File: config.mk
export PLATFORM = sky130hd
export DESIGN_NAME = coarse_peak_finder_flat
export DESIGN_NICKNAME = d
export VERILOG_FILES = /design/src/rtl/coarse_peak_finder_if.sv /design/src/rtl/coarse_peak_finder.sv /design/src/flat_wrapper.sv
export SDC_FILE = /design/constraint.sdc
export NUM_CORES = 1
export LEC_CHECK = 0
export BUFFER_PORTS_ARGS = -buffer_cell sky130_fd_sc_hd__buf_2
export CAP_MARGIN = 10
export CORE_ASPECT_RATIO = 0.75
export CORE_MARGIN = 2
export CORE_UTILIZATION = 62
export CTS_BUF_LIST = sky130_fd_sc_hd__clkbuf_16
export DETAILED_ROUTE_END_ITERATION = 8
export PLACE_DENSITY = 0.86
export SLEW_MARGIN = 20
export SYNTH_ARGS = -nofsm -noshare
export SYNTH_HDL_FRONTEND = slang
export SYNTH_SLANG_ARGS = --single-unit
File: constraint.sdc
create_clock -name clk -period 4.85 [get_ports clk]
set_clock_uncertainty 0.2 [all_clocks]
set_input_delay 0.7275 -clock clk [delete_from_list [all_inputs] [get_ports clk]]
set_output_delay 0.7275 -clock clk [all_outputs]
set_load 0.005 [all_outputs]
File: src/rtl/coarse_peak_finder_if.sv
`default_nettype none
`timescale 1ns/1ps
// +--------------------------------------------------------------------------+
// | coarse_peak_finder_if : TDC hit input and peak-result output bundle       |
// | Rev 1.0                                                                   |
// +--------------------------------------------------------------------------+
interface coarse_peak_finder_if #(
  parameter int NB = 4,
  parameter int NP = 8,
  parameter int NC = 8
);
  logic          tdcValid;
  logic [NP-1:0] tdcData;
  logic          frameEnd;
  logic          accumReady;
  logic [NB-1:0] peakCH;
  logic [NC-1:0] peakCount;
  logic          peakEmpty;
  logic          peakDone;

  // master: hit source / consumer of the peak result
  modport master (
    output tdcValid, tdcData, frameEnd,
    input  accumReady, peakCH, peakCount, peakEmpty, peakDone
  );

  // slave: the peak finder itself
  modport slave (
    input  tdcValid, tdcData, frameEnd,
    output accumReady, peakCH, peakCount, peakEmpty, peakDone
  );
endinterface
`default_nettype wire

File: src/rtl/coarse_peak_finder.sv
`default_nettype none
`timescale 1ns/1ps
// +--------------------------------------------------------------------------+
// | coarse_peak_finder : per-frame coarse histogram of TDC hits + peak search |
// | Rev 1.0                                                                   |
// +--------------------------------------------------------------------------+
module coarse_peak_finder #(
  parameter int NB = 4,
  parameter int NP = 8,
  parameter int NC = 8
) (
  input  logic                 clk,
  input  logic                 rst_n,
  coarse_peak_finder_if.slave  pf
);

  localparam int            NBINS    = 1 << NB;
  localparam logic [NB-1:0] LAST_IDX = {NB{1'b1}};
  localparam logic [NC-1:0] CNT_MAX  = {NC{1'b1}};

  typedef enum logic [1:0] {
    ST_CLEAR  = 2'd0,
    ST_ACCUM  = 2'd1,
    ST_SEARCH = 2'd2,
    ST_DONE   = 2'd3
  } state_t;

  state_t        state_q,      state_d;
  logic [NB-1:0] idx_q,        idx_d;
  logic [NC-1:0] max_val_q,    max_val_d;
  logic [NB-1:0] max_idx_q,    max_idx_d;
  logic [NB-1:0] peak_ch_q,    peak_ch_d;
  logic [NC-1:0] peak_count_q, peak_count_d;
  logic          peak_empty_q, peak_empty_d;

  logic [NC-1:0] bin_q [NBINS];
  logic          bin_we;
  logic [NB-1:0] bin_waddr;
  logic [NC-1:0] bin_wdata;

  logic [NB-1:0] hit_bin;
  logic [NC-1:0] hit_cnt;
  logic [NC-1:0] scan_cnt;
  logic          unused_tdc_bits;

  // Only the top NB timestamp bits select the coarse bin.
  assign hit_bin         = pf.tdcData[NP-1 -: NB];
  assign hit_cnt         = bin_q[hit_bin];
  assign scan_cnt        = bin_q[idx_q];
  assign unused_tdc_bits = ^pf.tdcData;

  always_comb begin
    state_d      = state_q;
    idx_d        = idx_q;
    max_val_d    = max_val_q;
    max_idx_d    = max_idx_q;
    peak_ch_d    = peak_ch_q;
    peak_count_d = peak_count_q;
    peak_empty_d = peak_empty_q;
    bin_we       = 1'b0;
    bin_waddr    = idx_q;
    bin_wdata    = '0;

    case (state_q)
      ST_CLEAR: begin
        bin_we    = 1'b1;
        bin_waddr = idx_q;
        bin_wdata = '0;
        idx_d     = idx_q + 1'b1;
        if (idx_q == LAST_IDX) begin
          state_d = ST_ACCUM;
        end
      end

      ST_ACCUM: begin
        // Saturated bins simply skip the write.
        if (pf.tdcValid && (hit_cnt != CNT_MAX)) begin
          bin_we    = 1'b1;
          bin_waddr = hit_bin;
          bin_wdata = hit_cnt + 1'b1;
        end
        if (pf.frameEnd) begin
          state_d   = ST_SEARCH;
          idx_d     = '0;
          max_val_d = '0;
          max_idx_d = '0;
        end
      end

      ST_SEARCH: begin
        // Strictly-greater replacement keeps the lowest index on ties.
        if (scan_cnt > max_val_q) begin
          max_val_d = scan_cnt;
          max_idx_d = idx_q;
        end
        idx_d = idx_q + 1'b1;
        if (idx_q == LAST_IDX) begin
          state_d      = ST_DONE;
          peak_empty_d = (max_val_d == '0);
          peak_ch_d    = (max_val_d == '0) ? '0 : max_idx_d;
          peak_count_d = max_val_d;
        end
      end

      ST_DONE: begin
        state_d = ST_CLEAR;
        idx_d   = '0;
      end

      default: begin
        state_d = ST_CLEAR;
        idx_d   = '0;
      end
    endcase
  end

  always_ff @(posedge clk or negedge rst_n) begin
    if (!rst_n) begin
      state_q      <= ST_CLEAR;
      idx_q        <= '0;
      max_val_q    <= '0;
      max_idx_q    <= '0;
      peak_ch_q    <= '0;
      peak_count_q <= '0;
      peak_empty_q <= 1'b0;
    end else begin
      state_q      <= state_d;
      idx_q        <= idx_d;
      max_val_q    <= max_val_d;
      max_idx_q    <= max_idx_d;
      peak_ch_q    <= peak_ch_d;
      peak_count_q <= peak_count_d;
      peak_empty_q <= peak_empty_d;
    end
  end

  // Bin storage is not reset; the CLEAR sweep initialises it every frame.
  always_ff @(posedge clk) begin
    if (bin_we) begin
      bin_q[bin_waddr] <= bin_wdata;
    end
  end

  assign pf.accumReady = (state_q == ST_ACCUM);
  assign pf.peakDone   = (state_q == ST_DONE);
  assign pf.peakCH     = peak_ch_q;
  assign pf.peakCount  = peak_count_q;
  assign pf.peakEmpty  = peak_empty_q;

endmodule
`default_nettype wire
File: src/flat_wrapper.sv
// flat-port wrapper written by rule: the top's interface ports become plain ports
module coarse_peak_finder_flat 
#(
  parameter int NB = 4,
  parameter int NP = 8,
  parameter int NC = 8
)
  (clk, rst_n, pf_tdcValid, pf_tdcData, pf_frameEnd, pf_accumReady, pf_peakCH, pf_peakCount, pf_peakEmpty, pf_peakDone);
  coarse_peak_finder_if #(.NB(NB), .NP(NP), .NC(NC)) pf_i ();
  input  logic clk;
  input  logic rst_n;
  input wire logic [$bits(pf_i.tdcValid)-1:0] pf_tdcValid;
  input wire logic [$bits(pf_i.tdcData)-1:0] pf_tdcData;
  input wire logic [$bits(pf_i.frameEnd)-1:0] pf_frameEnd;
  output wire logic [$bits(pf_i.accumReady)-1:0] pf_accumReady;
  output wire logic [$bits(pf_i.peakCH)-1:0] pf_peakCH;
  output wire logic [$bits(pf_i.peakCount)-1:0] pf_peakCount;
  output wire logic [$bits(pf_i.peakEmpty)-1:0] pf_peakEmpty;
  output wire logic [$bits(pf_i.peakDone)-1:0] pf_peakDone;
  assign pf_i.tdcValid = pf_tdcValid;
  assign pf_i.tdcData = pf_tdcData;
  assign pf_i.frameEnd = pf_frameEnd;
  assign pf_accumReady = pf_i.accumReady;
  assign pf_peakCH = pf_i.peakCH;
  assign pf_peakCount = pf_i.peakCount;
  assign pf_peakEmpty = pf_i.peakEmpty;
  assign pf_peakDone = pf_i.peakDone;
  coarse_peak_finder #(.NB(NB), .NP(NP), .NC(NC)) u_core (.clk(clk), .rst_n(rst_n), .pf(pf_i));
endmodule
* After elaboration in Yosys (flattened, before gate mapping)
Memory sizes are Yosys's and may differ from the RTL's. Index checks and enable logic that the tools add are counted.
Storage, ports and cells: word-level logic and storage cells 48, input bits 12, memories 1, output and inout port bits 15, memory bits (writable) 128, bits in registers 31
Operators by class: add/subtract/negate cells 2, muxes and demuxes 21, $lt $le $gt $ge 1, eq/ne operators 8, reduce and logical (&&, ||, !) cells 8
Memory list:
- u_core.bin_q | depth 16, width 8, rd ports 2, clocked after Yosys merged registers in 0, write ports 1, line coarse_peak_finder.sv:36 | logic [NC-1:0] bin_q [NBINS];
Operator list (count):
- 8-bit 2-to-1 mux | 5
- 4-bit 2-to-1 mux | 5
- 8-bit one-hot mux with 2 select lines | 1
- 4-bit one-hot mux with 3 select lines | 1
- 8-bit by 1-bit adder with 8-bit output, second input constant | 1
- 8-bit > comparator | 1
- 8-bit logical NOT | 1
- 8-bit != test, second input constant | 1
- 2-bit one-hot mux with 4 select lines | 1
- 4-bit one-hot mux with 2 select lines | 1
- 2-bit 2-to-1 mux | 3
- 4-bit by 1-bit adder with 4-bit output, second input constant | 1
- 2-bit equality test, second input constant | 2
- 4-bit equality test, second input constant | 1
- 2-bit by 1-bit != test with 1-bit output, second input constant | 2
- 2-bit AND reduction | 2
- 1-bit 2-to-1 mux | 3
- 3-bit AND reduction | 1
- 2-bit by 1-bit equality test with 1-bit output, second input constant | 1
- 2-bit logical NOT | 1
- 2-bit != test, second input constant | 1
- 1-bit one-hot mux with 2 select lines | 1
- 2-bit nonzero test | 1
- 2-bit OR reduction | 1
- 1-bit logical AND | 1

* Logic depth before layout (Yosys ltp)
An unclocked memory read counts as a cell.
depth after elaboration 7, gate-level depth with buffers 16, gate-level depth less buffers 12

* Least setup slack after synthesis
OpenSTA, ideal clock, no wires.
path type in2reg, from input pf_tdcData[4], to memory u_core.bin_q[10][0] (enable), data required time 4.262 ns, library setup time 0.388 ns, cell stages on the path 11, path slack 0.640 ns, arrival time 3.623 ns, buffers on the path 4, path through buf_6 buf_8 buf_4 mux4_2 mux4_2 ha_1 and3_1 buf_6 nand2_1 nand3_1 o32ai_1
Between the ends: word-level cells in the longest chain between the ends 7
RTL lines:
- from (decl) | line flat_wrapper.sv:13 | input wire logic [$bits(pf_i.tdcData)-1:0] pf_tdcData;
- memory read 16 x 8 bit
- 8-bit != test | line coarse_peak_finder.sv:77 | if (pf.tdcValid && (hit_cnt != CNT_MAX)) begin
- 1-bit logical AND | line coarse_peak_finder.sv:77
- 1-bit 2-to-1 mux | line coarse_peak_finder.sv:77
- 1-bit one-hot mux with 2 select lines | line coarse_peak_finder.sv:64 | case (state_q)
- 1-bit 2-to-1 mux | line coarse_peak_finder.sv:139 | if (bin_we) begin
- 1-bit 2-to-1 mux (not written as such) | line coarse_peak_finder.sv:140 | bin_q[bin_waddr] <= bin_wdata;
- to (decl) | line coarse_peak_finder.sv:36
Parallel ways exist; a longest one is shown, timed or not.

* Worst setup path after layout
from register u_core.idx_q[0], to register u_core.peak_ch_q[3] (netlist: u_core.pf.peakCH[3])
Between the ends: word-level cells in the longest chain between the ends 6
RTL lines:
- from (decl) | line coarse_peak_finder.sv:29 | logic [NB-1:0] idx_q, idx_d;
- from (signal assigned) | line coarse_peak_finder.sv:128 | idx_q <= idx_d;
- memory read 16 x 8 bit
- 8-bit > comparator | line coarse_peak_finder.sv:92 | if (scan_cnt > max_val_q) begin
- 8-bit 2-to-1 mux | line coarse_peak_finder.sv:92
- 8-bit 2-to-1 mux | line coarse_peak_finder.sv:64
- 8-bit logical NOT | line coarse_peak_finder.sv:100 | peak_ch_d = (max_val_d == '0) ? '0 : max_idx_d;
- 4-bit 2-to-1 mux | line coarse_peak_finder.sv:100
- to (signal assigned) | line coarse_peak_finder.sv:131 | peak_ch_q <= peak_ch_d;
- to (decl) | line coarse_peak_finder.sv:32 | logic [NB-1:0] peak_ch_q, peak_ch_d;
Parallel ways exist; a longest one is shown, timed or not. The select of a mux whose other input is x is not followed. A chain may end at the register's enable or synchronous reset.

==> results by group <==
Outcome
  • Status: complete, no violations

Placed design
  • Buffers on Ports: 22
  • Post-DP HPWL: 13900 µm
  • Gpl congestion: 1.02

Logic synthesis
  • Syn Nets: 551
  • Area leader, netlist: edfxtp_1
  • Top cells by area, synth: edfxtp_1 47%, mux4_2 13%, dfrtp_1 9.6%, mux4_1 6.2%, ha_1 2.2%
  • Synthesized netlist cell count: ~530
  • Avg Synthesized Cell Area: 15.4 µm²
  • Post-synth EDFFs: 128
  • Post-synthesis sequential area ratio: 0.570
  • Synth unique cells: 55
  • Post-synth top area share: 0.474
  • Post-synthesis cell area: 8110 µm²
  • FF+latch count, synth: between 150 and 200
  • Post-synth top flop: edfxtp_1
  • Ys Warns: 0
  • Asr flop ratio synth: 0.195

Finish
  • Area grow syn2layout: 12.5%
  • Multi-input logic area: approximately 3300 µm²
  • # nets final: about 600
  • Antenna diodes: 0
  • Fraction of layout cells with a size suffix above 1: 0.263
  • Fill count: 803
  • Register area: 4620 µm²

Clocking
  • Post-CTS Resized: 0
  • Clk buf depth: 2
  • CTS tree: done
  • Clock Sink Count: 159
  • Worst-Skew Late Latency: about 0.43 ns
  • # Post-CTS Setup Buffers: 0
  • Clock Root Buffer: clkbuf_16
  • Worst-path clk slew: 0.07 ns
  • Post-CTS Hold Buffers: 0
  • H-tree depth: 4
  • Total CTS buffers: 17

Critical path
  • Arrival @ worst endpoint: 4.51 ns
  • Crit path max-delay family: simple AND/OR/NAND/NOR gates
  • Critical Path RT: ~4.9 ns
  • R2R setup slack: ~0.43 ns
  • R2R depth: 13
  • Worst setup EP type: flop
  • CP max-delay cell: dfrtp_1
  • CP Cell Sequence: buf_4 > nor2b_1 > a22oi_1 > nand2_1 > ha_1 > nand2_1 > nor2_1 > and3_1 > nor2_1 > mux2i_1 > nor4_2 > buf_4 > o31ai_1
  • Crit Path Max Fanout: 13
  • CP Buf/Inv Count: 2
  • Startpoint Class: flop
  • Critical path class: reg2reg
  • Crit Reg-Reg Startpoint: u_core.idx_q[0]
  • Worst r2r dst: u_core.pf.peakCH[3]
  • CP max stage delay: about 0.66 ns

Detailed routing
  • DR vias/cell: between 7 and 8
  • Final WL: 21000 µm
  • DRT iter0 DRCs: 902
  • Final ANT Viol Nets: 0
  • Via count: 5511
  • DRT Pass-1 Iters: 6
  • Routed WL per cell: 27.6 µm
  • Remaining DRCs: 0

STA
  • RSZ-0062 raised after global routing: false
  • Max-slew headroom: 0.414
  • Hold Violations, Final: 0
  • Highest Clock Rate: 226 MHz
  • Period minus WS final: 4.42 ns
  • Max-slew violations: 0
  • Worst Tran Pin Value: about 0.87 ns
  • Setup-failing EPs final: 0
  • Final period util: 0.912
  • Setup TNS: 0 ns

Floorplanning
  • Die H: 103 µm
  • Die W: 136 µm
  • Num rows: 36
  • Starting density of the core: 0.630
  • I/O pin count: 27
  • Die Area: 14000 µm²
  • CORE AREA: 12900 µm²

GRT
  • Congestion Overflow GR: 0
  • Largest net degree at the start of global routing: 35
  • First-pass GRT wire length: roughly 31000 µm
  • Initial antenna violation count: 0
  • GRT Total Usage: 0.318
  • Via count of the first global-routing pass: 5169

Power and ir drop
  • Sw power: 1.95 mW
  • Internal power: 3.24 mW
  • Comb pwr share: 0.415
  • Total design power: around 5.2 mW
  • Sequential power share: 0.353
  • Peak VDD IR: 0.447 mV
  • Clock power frac: 0.232
  • Switching part of the total: 0.376
  • Lkg Pwr: 3.28 nW
  • Pwr Density: approximately 570 nW/µm²

Job
  • Max Cap Viol: 0

Min path
  • HP Class: in2async
==> synthesized netlist by cell type, types with 5 or more instances <==
cell type / instances
a21o_1: 5
a21oi_1: 13
a22o_1: 13
a22oi_1: 14
and2_1: 9
buf_2: 6
buf_6: 5
clkbuf_1: 16
dfrtp_1: 31
edfxtp_1: 128
ha_1: 14
inv_1: 13
mux2i_1: 6
mux4_1: 19
mux4_2: 47
nand2_1: 44
nand3_1: 10
nor2_1: 17
nor2b_1: 10
o21ai_0: 24
o22ai_1: 8
o31ai_1: 6
o32ai_1: 6
==> sequential cells by signal, summed over array words and instances (netlist names) <==
name / flops
u_core.bin_q: 128
u_core.state_q: 2
u_core.max_idx_q: 4
u_core.idx_q: 4
u_core.pf.peakEmpty: 1
u_core.pf.peakCount: 8
u_core.pf.peakCH: 4
u_core.max_val_q: 8
==> through the flow <==
stage / utilization / setup WS (ns) / hold WS (ns) / cells / instance area [µm²]
2_1_floorplan: - / 0.640 / 0.232 / 525 / 8110
3_3_place_gp: 0.667 / 0.354 / 0.260 / 728 / 8600
3_5_place_dp: 0.667 / 0.218 / 0.265 / 728 / 8600
4_1_cts: 0.708 / 0.421 / 0.158 / 760 / 9120
5_1_grt: 0.708 / 0.156 / 0.191 / 760 / 9120
6_report: 0.708 / 0.427 / 0.144 / 760 / 9120
==> worst reg2reg max path: cells and delay by family (launching register included) <==
| kind | cells | cell delay [ns] |
|---|---|---|
| and+or+nand+nor | 7 | 2.15 |
| adders and majority gates | 1 | 0.27 |
| DFF | 1 | 0.66 |
| AOI/OAI and AO/OA | 2 | 0.32 |
| muxes | 1 | 0.21 |
| buffers and inverters | 2 | 0.48 |
==> power by group through the flow <==
stage / Clock (mW) / Sequential [mW] / Combinational [mW]
2_1_floorplan: 0 / 1.79 / 1.50
3_3_place_gp: 0 / 1.83 / 1.96
3_5_place_dp: 0 / 1.85 / 2.06
4_1_cts: 1.21 / 1.82 / 2.11
5_1_grt: 1.27 / 1.85 / 2.32
6_report: 1.20 / 1.83 / 2.15
==> metal layers <==
metal | wire, µm | up-vias | global-route usage
met5 | 0 | - | 0
met4 | 783 | 0 | 0.127
met3 | 3000 | 82 | 0.126
met2 | 9280 | 461 | 0.445
met1 | 7900 | 2705 | 0.453
li1 | - | 2263 | -
==> worst max-delay path by stage <==
stage / startpoint / endpoint / slack (ns) / cells after the start
global placement: pf_tdcData[4] / u_core.bin_q[14][3] / 0.35 / 8
global route: u_core.idx_q[0] / u_core.pf.peakCH[0] / 0.16 / 13
floorplan: pf_tdcData[4] / u_core.bin_q[10][0] / 0.64 / 11
finish: u_core.idx_q[0] / u_core.pf.peakCH[3] / 0.43 / 13
detailed placement: pf_tdcData[4] / u_core.bin_q[12][3] / 0.22 / 9
CTS: u_core.idx_q[0] / u_core.pf.peakCH[0] / 0.42 / 13
==> cells by family (layout without fill, tap and decap cells) <==
family,after synthesis,in the layout,share of synthesized area
muxes,76,76,0.205
buffers and inverters,46,110,0.0292
and+or+nand+nor,120,120,0.0778
xor gates and xnor gates,5,5,0.00540
DFF,159,159,0.570
adders and majority gates,14,14,0.0216
AOI/OAI and AO/OA,105,105,0.0915
==> cell usage in the layout (no fill, tap or decap), drive strengths merged, types with 8 or more instances in the layout <==
| cell type | netlist | layout |
|---|---|---|
| o21ai | 24 | 24 |
| nand3 | 11 | 11 |
| edfxtp | 128 | 128 |
| nor2b | 10 | 10 |
| ha | 14 | 14 |
| and2 | 10 | 10 |
| mux4 | 66 | 66 |
| nand2 | 44 | 44 |
| clkbuf | 16 | 17 |
| inv | 13 | 17 |
| a21oi | 14 | 14 |
| buf | 17 | 65 |
| a22o | 13 | 13 |
| clkinv | 0 | 8 |
| dfrtp | 31 | 31 |
| o22ai | 8 | 8 |
| a22oi | 14 | 14 |
| nor2 | 17 | 17 |
==> area by class of cell <==
| cell class | instances | share of cell area |
|---|---|---|
| well taps | 171 | 0.0235 |
| flip-flops and latches | 159 | 0.507 |
| clock buffers | 17 | 0.0466 |
| clock inverters | 15 | 0.0110 |
| multi-input cells | 320 | 0.357 |
| inverters | 13 | 0.00535 |
| repair buffers | 65 | 0.0502 |
Note: power is estimated with default switching activity, not from simulation.
